**src/rtl/risc16_fetch_unit.sv**
```systemverilog
// Instruction fetch stage for the 16-bit RISC core: PC, 1-cycle imem reads, prefetch queue, redirect flush.
// Optional FETCH_STATS_EN adds saturating delivered/flush counters.
module risc16_fetch_unit #(
  parameter logic [15:0] RESET_PC = 16'h0000,
  parameter int          QDEPTH   = 4
) (
  input  logic        i_clk,
  input  logic        i_rst_n,
  output logic [15:0] o_imem_addr,
  output logic        o_imem_rd,
  input  logic [15:0] i_imem_data,
  input  logic        i_redirect,
  input  logic [15:0] i_redirect_pc,
  output logic        o_instr_valid,
  output logic [15:0] o_instr,
  output logic [15:0] o_instr_pc,
  input  logic        i_instr_ready
`ifdef FETCH_STATS_EN
  ,
  output logic [15:0] o_fetch_cnt,
  output logic [15:0] o_flush_cnt
`endif
);

  localparam int             AW = $clog2(QDEPTH);
  localparam int             CW = AW + 1;
  localparam logic [CW:0]    QD = (CW+1)'(QDEPTH);

  logic [15:0]   pc;
  logic [AW-1:0] rptr;
  logic [AW-1:0] wptr;
  logic [CW-1:0] count;
  logic          rsp_vld_p1;
  logic [15:0]   rsp_pc_p1;
  logic [15:0]   q_instr [QDEPTH];
  logic [15:0]   q_pc    [QDEPTH];
  logic [CW:0]   occ;
  logic          push;
  logic          pop;

  // In-flight read holds a queue slot so a push can never land on a full queue.
  assign occ           = {1'b0, count} + {{CW{1'b0}}, rsp_vld_p1};
  assign o_imem_rd     = i_rst_n & ~i_redirect & (occ < QD);
  assign o_imem_addr   = pc;
  assign o_instr_valid = (count != '0);
  assign o_instr       = o_instr_valid ? q_instr[rptr] : 16'h0000;
  assign o_instr_pc    = o_instr_valid ? q_pc[rptr]    : 16'h0000;
  assign pop           = o_instr_valid & i_instr_ready;
  assign push          = rsp_vld_p1 & ~i_redirect;

  // Stage p0 -> p1: request issue, PC advance, queue bookkeeping
  always_ff @(posedge i_clk) begin
    if (!i_rst_n) begin
      pc         <= RESET_PC;
      rptr       <= '0;
      wptr       <= '0;
      count      <= '0;
      rsp_vld_p1 <= 1'b0;
    end else if (i_redirect) begin
      pc         <= i_redirect_pc;
      rptr       <= '0;
      wptr       <= '0;
      count      <= '0;
      rsp_vld_p1 <= 1'b0;
    end else begin
      if (o_imem_rd) pc <= pc + 16'd1;
      rsp_vld_p1 <= o_imem_rd;
      if (push) wptr <= wptr + 1'b1;
      if (pop)  rptr <= rptr + 1'b1;
      case ({push, pop})
        2'b10:   count <= count + 1'b1;
        2'b01:   count <= count - 1'b1;
        default: count <= count;
      endcase
    end
  end

  // Stage p1 -> queue: capture returned word with the PC it was fetched from
  always_ff @(posedge i_clk) begin
    if (o_imem_rd) rsp_pc_p1 <= pc;
    if (push) begin
      q_instr[wptr] <= i_imem_data;
      q_pc[wptr]    <= rsp_pc_p1;
    end
  end

`ifdef FETCH_STATS_EN
  function automatic logic [15:0] sat_inc(input logic [15:0] v);
    return (v == 16'hFFFF) ? v : v + 16'd1;
  endfunction

  always_ff @(posedge i_clk) begin
    if (!i_rst_n) begin
      o_fetch_cnt <= '0;
      o_flush_cnt <= '0;
    end else begin
      if (pop)        o_fetch_cnt <= sat_inc(o_fetch_cnt);
      if (i_redirect) o_flush_cnt <= sat_inc(o_flush_cnt);
    end
  end
`endif

endmodule

```
**config.mk**
```make
export PLATFORM = sky130hd
export DESIGN_NAME = risc16_fetch_unit
export DESIGN_NICKNAME = d
export VERILOG_FILES = /design/src/rtl/risc16_fetch_unit.sv
export SDC_FILE = /design/constraint.sdc
export NUM_CORES = 1
export LEC_CHECK = 0
export ABC_AREA = 1
export CELL_PAD_IN_SITES_DETAIL_PLACEMENT = 0
export CELL_PAD_IN_SITES_GLOBAL_PLACEMENT = 1
export CORE_MARGIN = 8
export CORE_UTILIZATION = 30
export CTS_CLUSTER_DIAMETER = 120
export DETAILED_ROUTE_END_ITERATION = 8
export PLACE_DENSITY_LB_ADDON = 0.1
export RECOVER_POWER = 50
export SYNTH_ARGS = -nofsm -noshare
export SYNTH_HDL_FRONTEND = slang
export SYNTH_SLANG_ARGS = --single-unit
```
**constraint.sdc**
```tcl
create_clock -name i_clk -period 2.5 [get_ports i_clk]
set_input_delay 0.375 -clock i_clk [delete_from_list [all_inputs] [get_ports i_clk]]
set_output_delay 0.375 -clock i_clk [all_outputs]
set_load 0.03 [all_outputs]
```
### After elaboration in Yosys (flattened, before gate mapping)

Memory sizes are Yosys's and may differ from the RTL's. A register that Yosys moved wholly into a read port is not among the register bits.
Index checks and enable logic that the tools add are counted.

* bitwise operators: 6
* add/subtract/negate cells: 6
* equality and inequality tests: 2
* shift-type cells: 0
* $lt $le $gt $ge: 1
* multiply operators: 0
* reduce and logical (&&, ||, !) cells: 4
* divide/modulo/power cells: 0
* multiplexer cells: 11

Operators with widths (count)
* 16-bit two-way mux: 4
* 16-bit by 1-bit adder with 16-bit output, second input constant: 1
* 2-bit two-way mux: 4
* 3-bit case mux with 2 select lines: 1
* 2-bit by 1-bit adder with 2-bit output, second input constant: 2
* 3-bit by 1-bit adder with 4-bit output: 1
* 1-bit bitwise AND: 4
* 4-bit by 3-bit less-than comparator with 1-bit output, second input constant: 1
* 2-bit nonzero test: 2
* 3-bit by 1-bit adder with 3-bit output, second input constant: 1
* 3-bit nonzero test: 1
* 3-bit by 1-bit subtractor with 3-bit output, second input constant: 1
* 2-bit by 1-bit == test with 1-bit output, second input constant: 1
* 2-bit == test, second input constant: 1
* 1-bit two-way mux: 2
* 1-bit inverter: 2
* 2-bit OR reduction: 1

* output and inout port bits: 50
* memories kept: 2
* memory bits (read-only): 0
* bits in latches: 0
* flip-flop bits (word level): 40
* bits in writable memories: 128

Memories
* q_instr: words 4, bits a word 16, rd ports 1, clocked after Yosys merged registers in 1, wr ports 1, RTL line 35 `logic [15:0] q_instr [QDEPTH];`
* q_pc: words 4, bits a word 16, rd ports 1, clocked after Yosys merged registers in 1, wr ports 1, RTL line 36 `logic [15:0] q_pc [QDEPTH];`

### Longest topological paths before layout

Gate-level depths: netlist of run 1.

* word-level depth: 5
* gate-level depth with buffers: 10
* gate-level depth less buffers: 9

### Worst setup path after synthesis of run 1

No wires, ideal clock.

* path kind: input to register
* start point: input i_redirect
* end point: memory q_instr[0][0], enable pin
* required time: 2.079 ns
* path buffers: 1
* arrival time: 2.168 ns
* slack: -0.089 ns
* setup time: 0.421 ns
* cell stages on the path: 4
* cells stage by stage: buf_4 > inv_2 > nand2_1 > nor2_1

* word-level cells in the longest chain between the ends: 4

RTL lines
* from (decl): RTL line 12 `input logic i_redirect,`
* 1-bit inverter: RTL line 49 `assign push = rsp_vld_p1 & ~i_redirect;`
* 1-bit bitwise AND: RTL line 49
* 1-bit two-way mux: RTL line 81 `if (push) begin`
* 1-bit two-way mux (implied by the code): RTL line 82 `q_instr[wptr] <= i_imem_data;`
* to (decl): RTL line 35

Every way passes these cells.

==> results of run 1 <==
## Yosys cell counts (2+ instances only)
master,instances
clkbuf_1,15
inv_1,39
nor2_8,2
clkinv_1,2
inv_2,5
buf_1,6
o21bai_1,2
nand2_1,65
nand4_1,3
nor2_1,156
a31oi_1,3
xnor2_1,2
xor2_1,2
o21ai_1,17
a21oi_1,48
dfxtp_1,26
ha_1,6
nand3_1,24
edfxtp_1,144
o21ai_0,61
buf_2,4
## registers in the layout, indices dropped and copies added, names as in the netlist, named ones only
register,cells
q_instr,64
q_pc,64
o_imem_addr,16
rsp_pc_p1,16
count,3
rptr,2
wptr,2
rsp_vld_p1,1
## worst max-delay path: stages (launching register included)
cell and delay (ps):
dfxtp_4 480, buf_12 250, nor2_1 70, nor2_1 70, o21ai_0 80, a21oi_1 360
buf_12 170
## final cells by class
type | instances | area [um2] | area share (%)
Tap cell | 319 | 399 | 4.37
Timing Repair Buffer | 103 | 1170 | 12.8
Clock buffer | 17 | 425 | 4.66
Clock inverter | 15 | 211 | 2.32
Sequential cell | 170 | 4850 | 53.1
Inverter | 46 | 173 | 1.89
Multi-Input combinational cell | 399 | 1910 | 20.9
## metal layers
layer	global-route usage [%]	part of all wire (%)	vias up
li1	-	-	2383
met5	0	0	-
met1	15.3	47	2285
met3	2.94	4.1	15
met4	4.43	1.3	0
met2	20.2	48	100
## logic make-up (layout without fill, tap and decap cells)
group,count (synthesis),after routing,synth area share [%]
AOI/OAI and AO/OA,132,132,9.59
buffers and inverters,73,181,4.14
DFF,170,170,69.1
adders and majority gates,7,7,1.36
and+or+nand+nor,256,256,15.3
xor gates and xnor gates,4,4,0.500
## worst paths after layout
path,startpoint,end,depth (start not counted)
worst min register to register,rptr[1]$_SDFFE_PN0P_,rptr[1]$_SDFFE_PN0P_,2
worst min-delay path,rptr[1]$_SDFFE_PN0P_,rptr[1]$_SDFFE_PN0P_,2
worst max register to register,count[2]$_SDFFE_PN0P_,count[2]$_SDFFE_PN0P_,9
worst max-delay path,flop,o_instr_pc[8],6
## power by group
group	switching [uW]	internal, uW	leakage (uW)
registers	55.5	3130	0.00152
clock network	1120	1700	0.000305
logic	276	198	0.00141
## metrics by stage
stage	hold WS [ps]	setup slack (ps)	instance area, um2	utilization (%)	instances
after global routing	527	33.7	9130	39.4	1069
final	492	213	9130	39.4	1069
after global placement	466	168	8530	36.8	1037
after detailed placement	481	185	8530	36.8	1037
after CTS	492	5.54	9170	39.5	1069
after floorplan	441	-89.4	7010	-	642
==> flow_summary_export.csv, run 1 <==
group,metric,value,unit
status,outcome,"finished clean",
detailed_routing,wl_per_cell,15.9,um
final_layout,final_cell_mix,"nor2_1, edfxtp_1, nand2_1, o21ai_0, a21oi_1",
timing,finalCritPeriodShare,91.5,%
worst_setup_path,arrival,1910,ps
clock_tree,cts-hold-fix-buffers,0,
worst_setup_path,critPathLaunchType,"flop",
detailed_routing,dr.pass1.iters,4,
grt,grt_pass1_vias,4848,
timing,final-hold-violation-count,0,
power_and_ir_drop,leakage,0.00324,uW
final_layout,nets,780,
clock_tree,cts_max_level,4,
grt,grt_max_degree,65,
clock_tree,clk_pin_slew_worst_paths,60,ps
clock_tree,clockBufferDepth,2,
synth,synth_cells,642,
synth,yosys_register_bits,170,
timing,setup_viol,0,
clock_tree,clk_latency,420,ps
timing,rsz0062_at_grt,"false",
synth,synth_area_per_cell,10.9,um2
synth,async_flop_share,0,%
grt,grtUsageTotal,12.2,%
timing,skew,6.87,ps
place,detailed_place_hpwl,10500,um
clock_tree,clock_sinks,170,
final_layout,drive_above_1_share,12.9,%
grt,antenna_found_initial,0,
synth,synth_top_area_share,61.7,%
place,gp_congestion,0.794,
power_and_ir_drop,power,6470,uW
detailed_routing,drt_iter0_markers,257,
worst_setup_path,worstSetupPathType,"reg -> out",
detailed_routing,vias,4783,
synth,synth_area_leaders,"edfxtp_1, nor2_1, dfxtp_1",
floorplanning,dieWidth,169,um
final_layout,fillers,2230,
floorplanning,die_h,169,um
timing,report.final.slew_viol_count,0,
final_layout,n_antenna_cell,0,
timing,tightestPinTransition,1020,ps
synth,synth_area,7010,um2
worst_setup_path,reg2reg_slack,530,ps
clock_tree,cts_buffers,17,
power_and_ir_drop,ir_drop,0.402,mV
detailed_routing,via_per_inst,4.47,
worst_setup_path,worst_ep_required_time,2120,ps
timing,slew-limit-headroom,32.0,%
worst_hold_path,hp-class,"reg -> reg",
synth,synthFlopType,"edfxtp_1",
power_and_ir_drop,power_density,709,nW/um2
synth,seq_area_frac_synth,69.1,%
clock_tree,post-cts-setup-buffers,0,
floorplanning,core,23200,um2
worst_setup_path,crit_fanout,36,
synth,synth_top_area_cell,"edfxtp_1",
synth,synth_cell_types,31,
final_layout,syn2layout_area_growth,30.3,%
timing,finalSetupTns,0,ps
clock_tree,post_cts_resized,0,
detailed_routing,drc,0,
timing,fin_crit,2290,ps
grt,grt_first_pass_wirelength,26700,um
clock_tree,cts-root-buf,"clkbuf_16",
timing,fmax,437,MHz
synth,ys_warn_count,0,
floorplanning,fp-row-count,56,
detailed_routing,routed_wl,17000,um
final_layout,final_common_cell,"nor2_1",
grt,overflow,0,
worst_setup_path,end_kind,"output pin",
clock_tree,cts_tree,"built",
floorplanning,dieArea,28500,um2
job,drv_cap,0,
detailed_routing,antenna_left,0,
floorplanning,start_util,30.2,%
place,io_buffers,85,
synth,syn-num-nets,685,
synth,synth_edf_count,144,
floorplanning,top_level_ports,86,
Power figures use the tool's default switching activity.
==> run 2, diff against run 1 <==
- CAP_MARGIN: not set -> 20
- SKIP_CTS_REPAIR_TIMING: not set -> 1
- clock period: 2.5 -> 1.9 ns (I/O delays scaled with it)
==> flow_summary_export.csv, run 2 (synthesis gave the netlist of run 1 again) <==
group,metric,value,unit
status,outcome,"complete, but fails checks",
status,violations,"setup timing",
place,dp.cells,1058,
timing,tightestPinTransition,458,ps
detailed_routing,vias,4837,
timing,skew,7.48,ps
final_layout,n_antenna_cell,0,
place,gp_congestion,0.738,
detailed_routing,dr.pass1.iters,4,
job,drv_cap,0,
final_layout,drive_above_1_share,18.5,%
grt,gr-usage-met1,15.5,%
final_layout,fillers,2228,
detailed_routing,via_per_inst,4.42,
timing,report.final.slew_viol_count,0,
detailed_routing,antenna_left,0,
worst_hold_path,hp-class,"in -> reg",
timing,fin_ws,-115,ps
worst_setup_path,crit_fanout,8,
detailed_routing,routed_wl,17500,um
grt,antenna_found_initial,0,
floorplanning,dieArea,28500,um2
worst_setup_path,cp_cell_sequence,"buf_6 > clkbuf_16 > nor2_1 > nor2_1 > o21ai_0 > a21oi_1 > buf_4 > buf_12",
grt,grt_pass1_vias,4957,
timing,finalCritPeriodShare,106,%
timing,fmax,496,MHz
final_layout,final_cell_mix,"nor2_1, edfxtp_1, nand2_1, o21ai_0, inv_1",
timing,fin_crit,2020,ps
worst_setup_path,path_buf_inv,4,
final_layout,multi_input_area,1960,um2
clock_tree,cts_max_level,4,
clock_tree,clk_latency,420,ps
clock_tree,clock_sinks,170,
worst_setup_path,slowest_delay,390,ps
grt,grtUsageTotal,12.4,%
final_layout,nets,805,
worst_setup_path,critPathMostFrequentCell,"nor2_1",
power_and_ir_drop,ir_drop,0.519,mV
clock_tree,cts-root-buf,"clkbuf_16",
floorplanning,top_level_ports,86,
clock_tree,clk_pin_slew_worst_paths,70,ps
timing,setup_viol,18,
worst_setup_path,arrival,1730,ps
power_and_ir_drop,power_density,865,nW/um2
floorplanning,start_util,30.2,%
grt,grt_util_met3,3.14,%
floorplanning,fp-row-count,56,
final_layout,reg.largest.list,"q_instr: 64 flops, q_pc: 64 flops",
clock_tree,clockBufferDepth,2,
clock_tree,cts_tree,"built",
place,detailed_place_hpwl,11200,um
timing,final-hold-violation-count,0,
timing,rsz0062_at_grt,"true",
grt,grt_first_pass_wirelength,27300,um
detailed_routing,wl_per_cell,16.0,um
worst_setup_path,worstSetupPathType,"reg -> out",
timing,finalSetupTns,-825,ps
worst_setup_path,end_kind,"output pin",
floorplanning,dieWidth,169,um
worst_setup_path,crit_slowest_cell,"dfxtp_4",
final_layout,syn2layout_area_growth,34.7,%
detailed_routing,drt_iter0_markers,255,
final_layout,final_common_cell,"nor2_1",
power_and_ir_drop,leakage,0.00355,uW
floorplanning,core,23200,um2
final_layout,register_area,4860,um2
clock_tree,cts_buffers,17,
floorplanning,die_h,169,um
timing,slew-limit-headroom,69.5,%
grt,grt_max_degree,43,
grt,grt_use_met2,20.4,%
final_layout,fin_cells,1094,
place,io_buffers,85,
grt,grt.busiest_layer,"met2",
worst_setup_path,path_delay_family,"buffers and inverters",
worst_setup_path,worst_ep_required_time,1620,ps
detailed_routing,drc,0,
grt,overflow,0,
worst_setup_path,critPathLaunchType,"flop",
run 2: changes by cell type in the layout (fill, tap and decap cells not counted), moves of 6 or more:
cell and delta:
buf_6 +9, o21ai_0 -19, clkbuf_1 +6, a21oi_2 +13
nor2_1 -7, o21ai_1 +18, nor2_2 +8, a21oi_1 -13
clkdlybuf4s50_1 -12, dlymetal6s2s_1 +12, buf_4 +7
run 2: worst paths after layout:
| check | startpoint | to | cells after the start | slack [ps] |
|---|---|---|---|---|
| max | flop | o_instr_pc[12] | 8 | -120 |
| min | i_redirect_pc[1] | o_imem_addr[1]$_SDFFE_PN0P_ | 3 | 450 |
| max reg2reg | count[1]$_SDFFE_PN0P_ | count[2]$_SDFFE_PN0P_ | 9 | 170 |
| min reg2reg | rptr[1]$_SDFFE_PN0P_ | flop | 2 | 460 |
run 2: routing by layer:
layer  part of all wire (%)  routed length (um)
met4                    1.6                 287
met3                    4.9                 854
met1                     45                7940
met5                      0                   0
met2                     48                8380
run 2: per-stage QoR:
stage	util, %	area (um2)	setup WS (ps)	hold slack [ps]	total power (uW)
2_1_floorplan	-	7020	-118	383	4560
5_1_grt	40.7	9440	-220	461	8470
4_1_cts	40.0	9270	-388	431	8260
6_report	40.7	9440	-115	447	8170
3_3_place_gp	37.5	8700	-276	462	4940
3_5_place_dp	37.5	8700	-264	462	4950
run 2: power by group:
part | internal (uW) | total (uW) | switching [uW]
registers | 4120 | 4180 | 61.9
clock network | 1880 | 3310 | 1430
logic | 292 | 679 | 388
run 2: worst register-to-register path: cells and delay by family, from the launching register on:
kind,cells,cell delay [ps]
flip-flops,1,370
AND/OR/NAND/NOR,3,290
buffers and inverters,1,60
AO/OA/AOI/OAI,2,250
adder cells (fa/ha/maj),2,540
XOR/XNOR,1,150
run 2: area by class of cell:
class,count,area share [%]
clock buffers,21,5.22
clock inverters,11,0.848
inverters,46,1.83
multi-input cells,399,20.7
flip-flops and latches,170,51.5
well taps,319,4.23
repair buffers,128,15.6
==> run 3, diff against run 2 <==
- CORE_ASPECT_RATIO: not set -> 0.6
==> flow_summary_export.csv, run 3 (synthesis gave the netlist of run 1 again) <==
group,metric,value,unit
floorplanning,core,23000,um2
detailed_routing,via_per_inst,4.55,
clock_tree,clock_sinks,170,
timing,fin_crit,2000,ps
place,gp_congestion,0.773,
timing,skew,19.9,ps
power_and_ir_drop,leakage,0.00366,uW
final_layout,drive_above_1_share,20.4,%
timing,setup_viol,31,
timing,rsz0062_at_grt,"true",
timing,final-hold-violation-count,0,
detailed_routing,drc,0,
worst_setup_path,cp_cell_sequence,"buf_12 > clkbuf_16 > nor2_1 > nor2_1 > o21ai_1 > a21oi_2 > buf_12",
timing,whs,439,ps
place,postPlaceCellArea,8730,um2
detailed_routing,wl_per_cell,17.8,um
grt,overflow,0,
status,outcome,"complete, but fails checks",
timing,tightestPinTransition,539,ps
worst_setup_path,path_delay_family,"buffers and inverters",
worst_setup_path,crit_slowest_cell,"dfxtp_4",
timing,fmax,501,MHz
detailed_routing,antenna_left,0,
grt,antenna_found_initial,0,
detailed_routing,dr.pass1.iters,4,
clock_tree,cts-root-buf,"clkbuf_16",
clock_tree,clk_latency,430,ps
worst_setup_path,arrival,1710,ps
detailed_routing,vias,5037,
final_layout,reg.largest.list,"q_instr: 64 flops, q_pc: 64 flops",
status,violations,"setup timing",
final_layout,fin_cells,1106,
clock_tree,clk_pin_slew_worst_paths,70,ps
worst_setup_path,path_buf_inv,3,
floorplanning,fp-row-count,43,
final_layout,syn2layout_area_growth,38.2,%
floorplanning,top_level_ports,86,
place,io_buffers,85,
grt,grt_first_pass_wirelength,28600,um
place,preCtsSetupSlack,-324,ps
grt,grt_max_degree,43,
worst_setup_path,critPathLaunchType,"flop",
clock_tree,cts_max_level,4,
job,drv_cap,0,
worst_setup_path,worstSetupPathType,"reg -> out",
worst_setup_path,worst_ep_required_time,1620,ps
power_and_ir_drop,ir_drop,0.670,mV
floorplanning,dieArea,28700,um2
place,detailed_place_hpwl,12200,um
final_layout,final_common_cell,"nor2_1",
power_and_ir_drop,power_density,866,nW/um2
clock_tree,clockBufferDepth,2,
timing,finalCritPeriodShare,105,%
floorplanning,dieWidth,213,um
final_layout,final_cell_mix,"nor2_1, edfxtp_1, nand2_1, o21ai_1, inv_1",
worst_setup_path,slowest_delay,400,ps
final_layout,fin_area,9690,um2
floorplanning,start_util,30.4,%
worst_hold_path,hp-class,"in -> reg",
grt,grtUsageTotal,13.1,%
detailed_routing,drt_iter0_markers,373,
worst_setup_path,end_kind,"output pin",
grt,grt_pass1_vias,4969,
clock_tree,cts_tree,"built",
clock_tree,cts_buffers,17,
timing,slew-limit-headroom,64.0,%
floorplanning,die_h,134,um
detailed_routing,routed_wl,19700,um
timing,report.final.slew_viol_count,0,
timing,fin_ws,-95.9,ps
worst_setup_path,crit_fanout,8,
final_layout,n_antenna_cell,0,
place,dp.cells,1059,
final_layout,nets,821,
## run 3: cell type report
class	count	area, um2
inverter	46	176
clock buffer	17	425
multi-input combinational	399	1990
fill	2227	13300
sequential	170	4850
tap	315	394
timing repair buffer	144	1680
clock inverter	15	166
## run 3: metrics by stage
stage,utilization (%),setup TNS [ps],power [uW]
2_1_floorplan,-,-15120,4560
3_3_place_gp,37.9,-598,4960
3_5_place_dp,37.9,-1120,4960
4_1_cts,40.5,-8260,8420
5_1_grt,42.1,-5800,8670
6_report,42.1,-1490,8390
## run 3: tightest hold or removal path, cell delays in order
cell and delay, ps:
clkdlybuf4s50_1 400, nand2_1 70, a31oi_1 70
## run 3: final timing paths
| check | start | endpoint | slack (ps) | cells after the start |
|---|---|---|---|---|
| max | flop | o_instr_pc[3] | -100 | 7 |
| min | i_redirect_pc[1] | o_imem_addr[1]$_SDFFE_PN0P_ | 440 | 3 |
| min reg2reg | rptr[1]$_SDFFE_PN0P_ | flop | 460 | 2 |
| max reg2reg | count[1]$_SDFFE_PN0P_ | count[2]$_SDFFE_PN0P_ | 10 | 9 |
## run 3: routing by layer
layer  wire, um  up-vias  GRT usage, %
met5          0        -             0
met4        131        0          4.44
met3        939       11          2.98
met2       8600       88          20.1
met1       9980     2463          18.0
li1           -     2475             -
## run 3: where the power goes
part           total (uW)  switching [uW]  internal [uW]
registers            4190            68.6           4120
logic                 736             412            324
clock network        3460            1500           1960
==> RTL edit 1 (flow settings as in run 1) <==
The parameter `QDEPTH` goes from 4 to 8.
--- a/src/rtl/risc16_fetch_unit.sv
+++ b/src/rtl/risc16_fetch_unit.sv
@@ -3,5 +3,5 @@
 module risc16_fetch_unit #(
   parameter logic [15:0] RESET_PC = 16'h0000,
-  parameter int          QDEPTH   = 4
+  parameter int          QDEPTH   = 8
 ) (
   input  logic        i_clk,
Formal check against the unedited RTL: not equivalent (a bounded check fails within 10 cycles, from zero or initial values and one cycle with i_rst_n low).
==> RTL edit 1 against run 1 <==
Cell count is 59% higher. Worst setup slack got worse by 0.21 ns. Total power increased by 74%. Count of clock-buffer cells in the layout increased by 22. Synthesized cell count up 59%. Sequential cell count grew 132. Critical path depth up 2. Fmax down 8.5%. Wire length rose by 100%. Final area grew 69%. Area after synthesis grew 75%. Largest power group unchanged.
==> RTL edit 1: results (changes against run 1) <==
stage,metric,value,unit,change
synth,syn_avg_cell_area,12.07,um2,+11%
synth,synth_cell_types,35,,+13%
worst_setup_path,crit_fanout,11,,-69%
worst_setup_path,endpoint,o_instr_pc[1],,
global_routing,grt_util_met3,2.876,%,-0.059 points
final_layout,drive_gt1_share,13.86,%,+0.92 points
synth,synthTopCellsByArea,"edfxtp_1 (66%), nor2_1 (7.0%), o21ai_0 (6.1%)",,
worst_hold_path,min-delay-start,i_redirect_pc[3],,
final_layout,largestRegisters,"q_instr: 128 flops, q_pc: 128 flops",,
sta,finClkSkew,0.01705,ns,+0.01017 ns
detailed_routing,routedWlPerCell,20.47,um,+29%
sta,hold_ws,0.4798,ns,-0.01212 ns
final_layout,fin_nets,1185,,+52%
detailed_routing,wl_met1,16190,um,+100%
worst_setup_path,max_stage_delay,0.46,ns,-0.02 ns
global_routing,grtUsageTotal,13.97,%,+1.8 points
global_routing,grt_pass1_wl,50630,um,+90%
synth,synth_edf_count,272,,+89%
pwr,power_switching_share,23.14,%,+0.77 points
worst_setup_path,worstReg2RegStart,count[0]$_SDFFE_PN0P_,,
global_routing,grt_max_degree,45,,-31%
worst_setup_path,r2r_cells,15,,+6
clock_tree,cts_max_level,2,,-2
clock_tree,clkLatencyLatePin,0.53,ns,+0.11 ns
worst_setup_path,regToRegSetupSlack,0.22,ns,-0.31 ns
detailed_routing,vias,7963,,+66%
detailed_routing,dr_wl_met2,16610,um,+100%
clock_tree,cts_inserted_buffers,35,,+18
status,status,"finished, final reports clean",,
worst_setup_path,cp_top_family,buffers and inverters,,
detailed_routing,wl,34820,um,+100%
sta,tightestPinTransition,0.4852,ns,-0.5351 ns
pwr,leakagePower,5.238,nW,+62%
pwr,ir_worst_vdd,0.3569,mV,-11%
clock_tree,post_cts_buffers,4,,+4
worst_hold_path,min_to,o_imem_addr[3]$_SDFFE_PN0P_,,
global_routing,grt_pass1_vias,8055,,+66%
global_routing,met2_usage,23.20,%,+3.0 points
synth,synth.net_count,1060,,+55%
detailed_routing,wl_met3,1506,um,+120%
placement,placed_cell_area,13940,um2,+63%
clock_tree,cts_resized,38,,+38
-- RTL edit 1: cell count changes in the layout (fill, tap and decap cells not counted), moves of 21 or more --
cell       change
o22ai_1       +32
o21ai_1       +31
buf_4         +21
a21oi_1       -26
nor2_1        +63
clkbuf_16     +22
edfxtp_1     +128
o21ai_0       +60
mux2i_1       +31
-- RTL edit 1: worst reg2reg max path: cells and delay by family (launching register included) --
kind / cells / cell delay, ns
AO/OA/AOI/OAI: 2 / 0.19
flip-flops: 1 / 0.31
AND/OR/NAND/NOR: 7 / 0.80
buffers and inverters: 4 / 0.47
adder cells (fa/ha/maj): 2 / 0.40
-- RTL edit 1: kinds of logic (layout without fill, tap and decap cells) --
| group | count (synthesis) | after routing | share of synthesized area (%) |
|---|---|---|---|
| AO/OA/AOI/OAI | 230 | 230 | 9.859 |
| XOR/XNOR | 3 | 3 | 0.2139 |
| adder cells (fa/ha/maj) | 6 | 6 | 0.6110 |
| buffers and inverters | 94 | 245 | 3.890 |
| flip-flops | 302 | 302 | 71.37 |
| multiplexers | 32 | 32 | 2.607 |
| AND/OR/NAND/NOR | 351 | 351 | 11.45 |
-- RTL edit 1: final cells by class --
cell class,instances,area (um2)
Clock buffer,39,890.9
Clock inverter,24,176.4
Fill cell,3971,25210
Inverter,39,158.9
Multi-Input combinational cell,622,3129
Sequential cell,302,8777
Tap cell,532,665.6
Timing Repair Buffer,143,1640
-- RTL edit 1: power by group through the flow --
stage | Combinational (W) | Sequential, W | Clock (W)
2_1_floorplan | 0.000406 | 0.00574 | 0
3_3_place_gp | 0.000787 | 0.00574 | 0
3_5_place_dp | 0.000784 | 0.00574 | 0
4_1_cts | 0.000841 | 0.00563 | 0.00494
5_1_grt | 0.000934 | 0.00564 | 0.00512
6_report | 0.000849 | 0.00564 | 0.00480
==> RTL edit 2 (config.mk and constraints of run 1) <==
Without the edit above. Build with the macro `FETCH_STATS_EN` defined.
--- a/src/rtl/risc16_fetch_unit.sv
+++ b/src/rtl/risc16_fetch_unit.sv
@@ -1,4 +1,6 @@
 // Instruction fetch stage for the 16-bit RISC core: PC, 1-cycle imem reads, prefetch queue, redirect flush.
 // Optional FETCH_STATS_EN adds saturating delivered/flush counters.
+`define FETCH_STATS_EN
+
 module risc16_fetch_unit #(
   parameter logic [15:0] RESET_PC = 16'h0000,
Behaviour (old outputs only; new: o_fetch_cnt and o_flush_cnt): unchanged (Yosys induction, for registers that start in step).
==> RTL edit 2 against run 1 <==
Final area grew 25%. Sequential cell count grew 32. Synthesized cell count grew 45%. Non-clock buffer count grew 36. Area after synthesis grew 27%. Total power grew 18%. First-iteration DRC count shrank 1.2%. Combinational power grew 11%. Wire length grew 41%. Worst setup slack lost 0.068 ns. Critical path type unchanged. Largest cell class unchanged.
==> RTL edit 2: results (changes against run 1) <==
stage,metric,value,unit,change
status,status,"finished, final reports clean",,
final_layout,layout.non_clock_inverters,67,,+46%
detailed_routing,drtIter0Drc,254,,-1.2%
synth,syn_area,8899,um2,+27%
pwr,comb_cell_power,0.000526,W,+11%
global_routing,grt_pass1_wl,37810,um,+42%
pwr,power.internal,0.005880,W,+17%
sta,slew_headroom,31.89,%,-0.093 points
final_layout,fin_nets,1106,,+42%
synth,seq_area_frac_synth,61.64,%,-7.5 points
placement,place_inst,1423,,+37%
pwr,power,0.007623,W,+18%
worst_setup_path,worstPathArrival,1.98,ns,+0.07 ns
worst_setup_path,crit_fanout,41,,+14%
global_routing,grtUsageTotal,13.29,%,+1.1 points
global_routing,grt_pass1_vias,6748,,+39%
synth,synth_cell_types,35,,+13%
placement,gp_congestion,0.7771,,-2.2%
synth,synth_seq_cells,202,,+19%
clock_tree,cts_inserted_buffers,24,,+7
detailed_routing,routedWlPerCell,16.27,um,+2.4%
final_layout,drive_gt1_share,10.85,%,-2.1 points
placement,place_ws,0.2983,ns,+0.1132 ns
synth,synthTopCellsByArea,"edfxtp_1 (49%), dfxtp_1 (13%), nor2_1 (8.4%)",,
synth,syn_avg_cell_area,9.548,um2,-13%
final_layout,buffer_area_share,12.22,%,-0.56 points
==> RTL edit 2: cell types whose count changed in the layout (fill, tap and decap cells not counted), sizes merged, moves of 4 or more <==
cell,before,now
o21ai,78,95
dfxtp,26,58
xnor2,2,7
clkdlybuf4s50,35,67
xor2,2,9
buf,47,51
nand4,3,11
nand2,67,160
inv,50,66
a21oi,48,78
nand3,25,41
clkbuf,21,35
nor2,159,205
==> RTL edit 2: final timing paths <==
| check | startpoint | to | slack (ns) | cells past startpoint |
|---|---|---|---|---|
| max | flop | o_instr_pc[7] | 0.14 | 6 |
| min | count[2]$_SDFFE_PN0P_ | count[2]$_SDFFE_PN0P_ | 0.45 | 1 |
| max reg2reg | rsp_vld_p1$_SDFF_PN0_ | q_pc[2][9]$_DFFE_PP_ | 0.43 | 6 |
| min reg2reg | count[2]$_SDFFE_PN0P_ | count[2]$_SDFFE_PN0P_ | 0.45 | 1 |
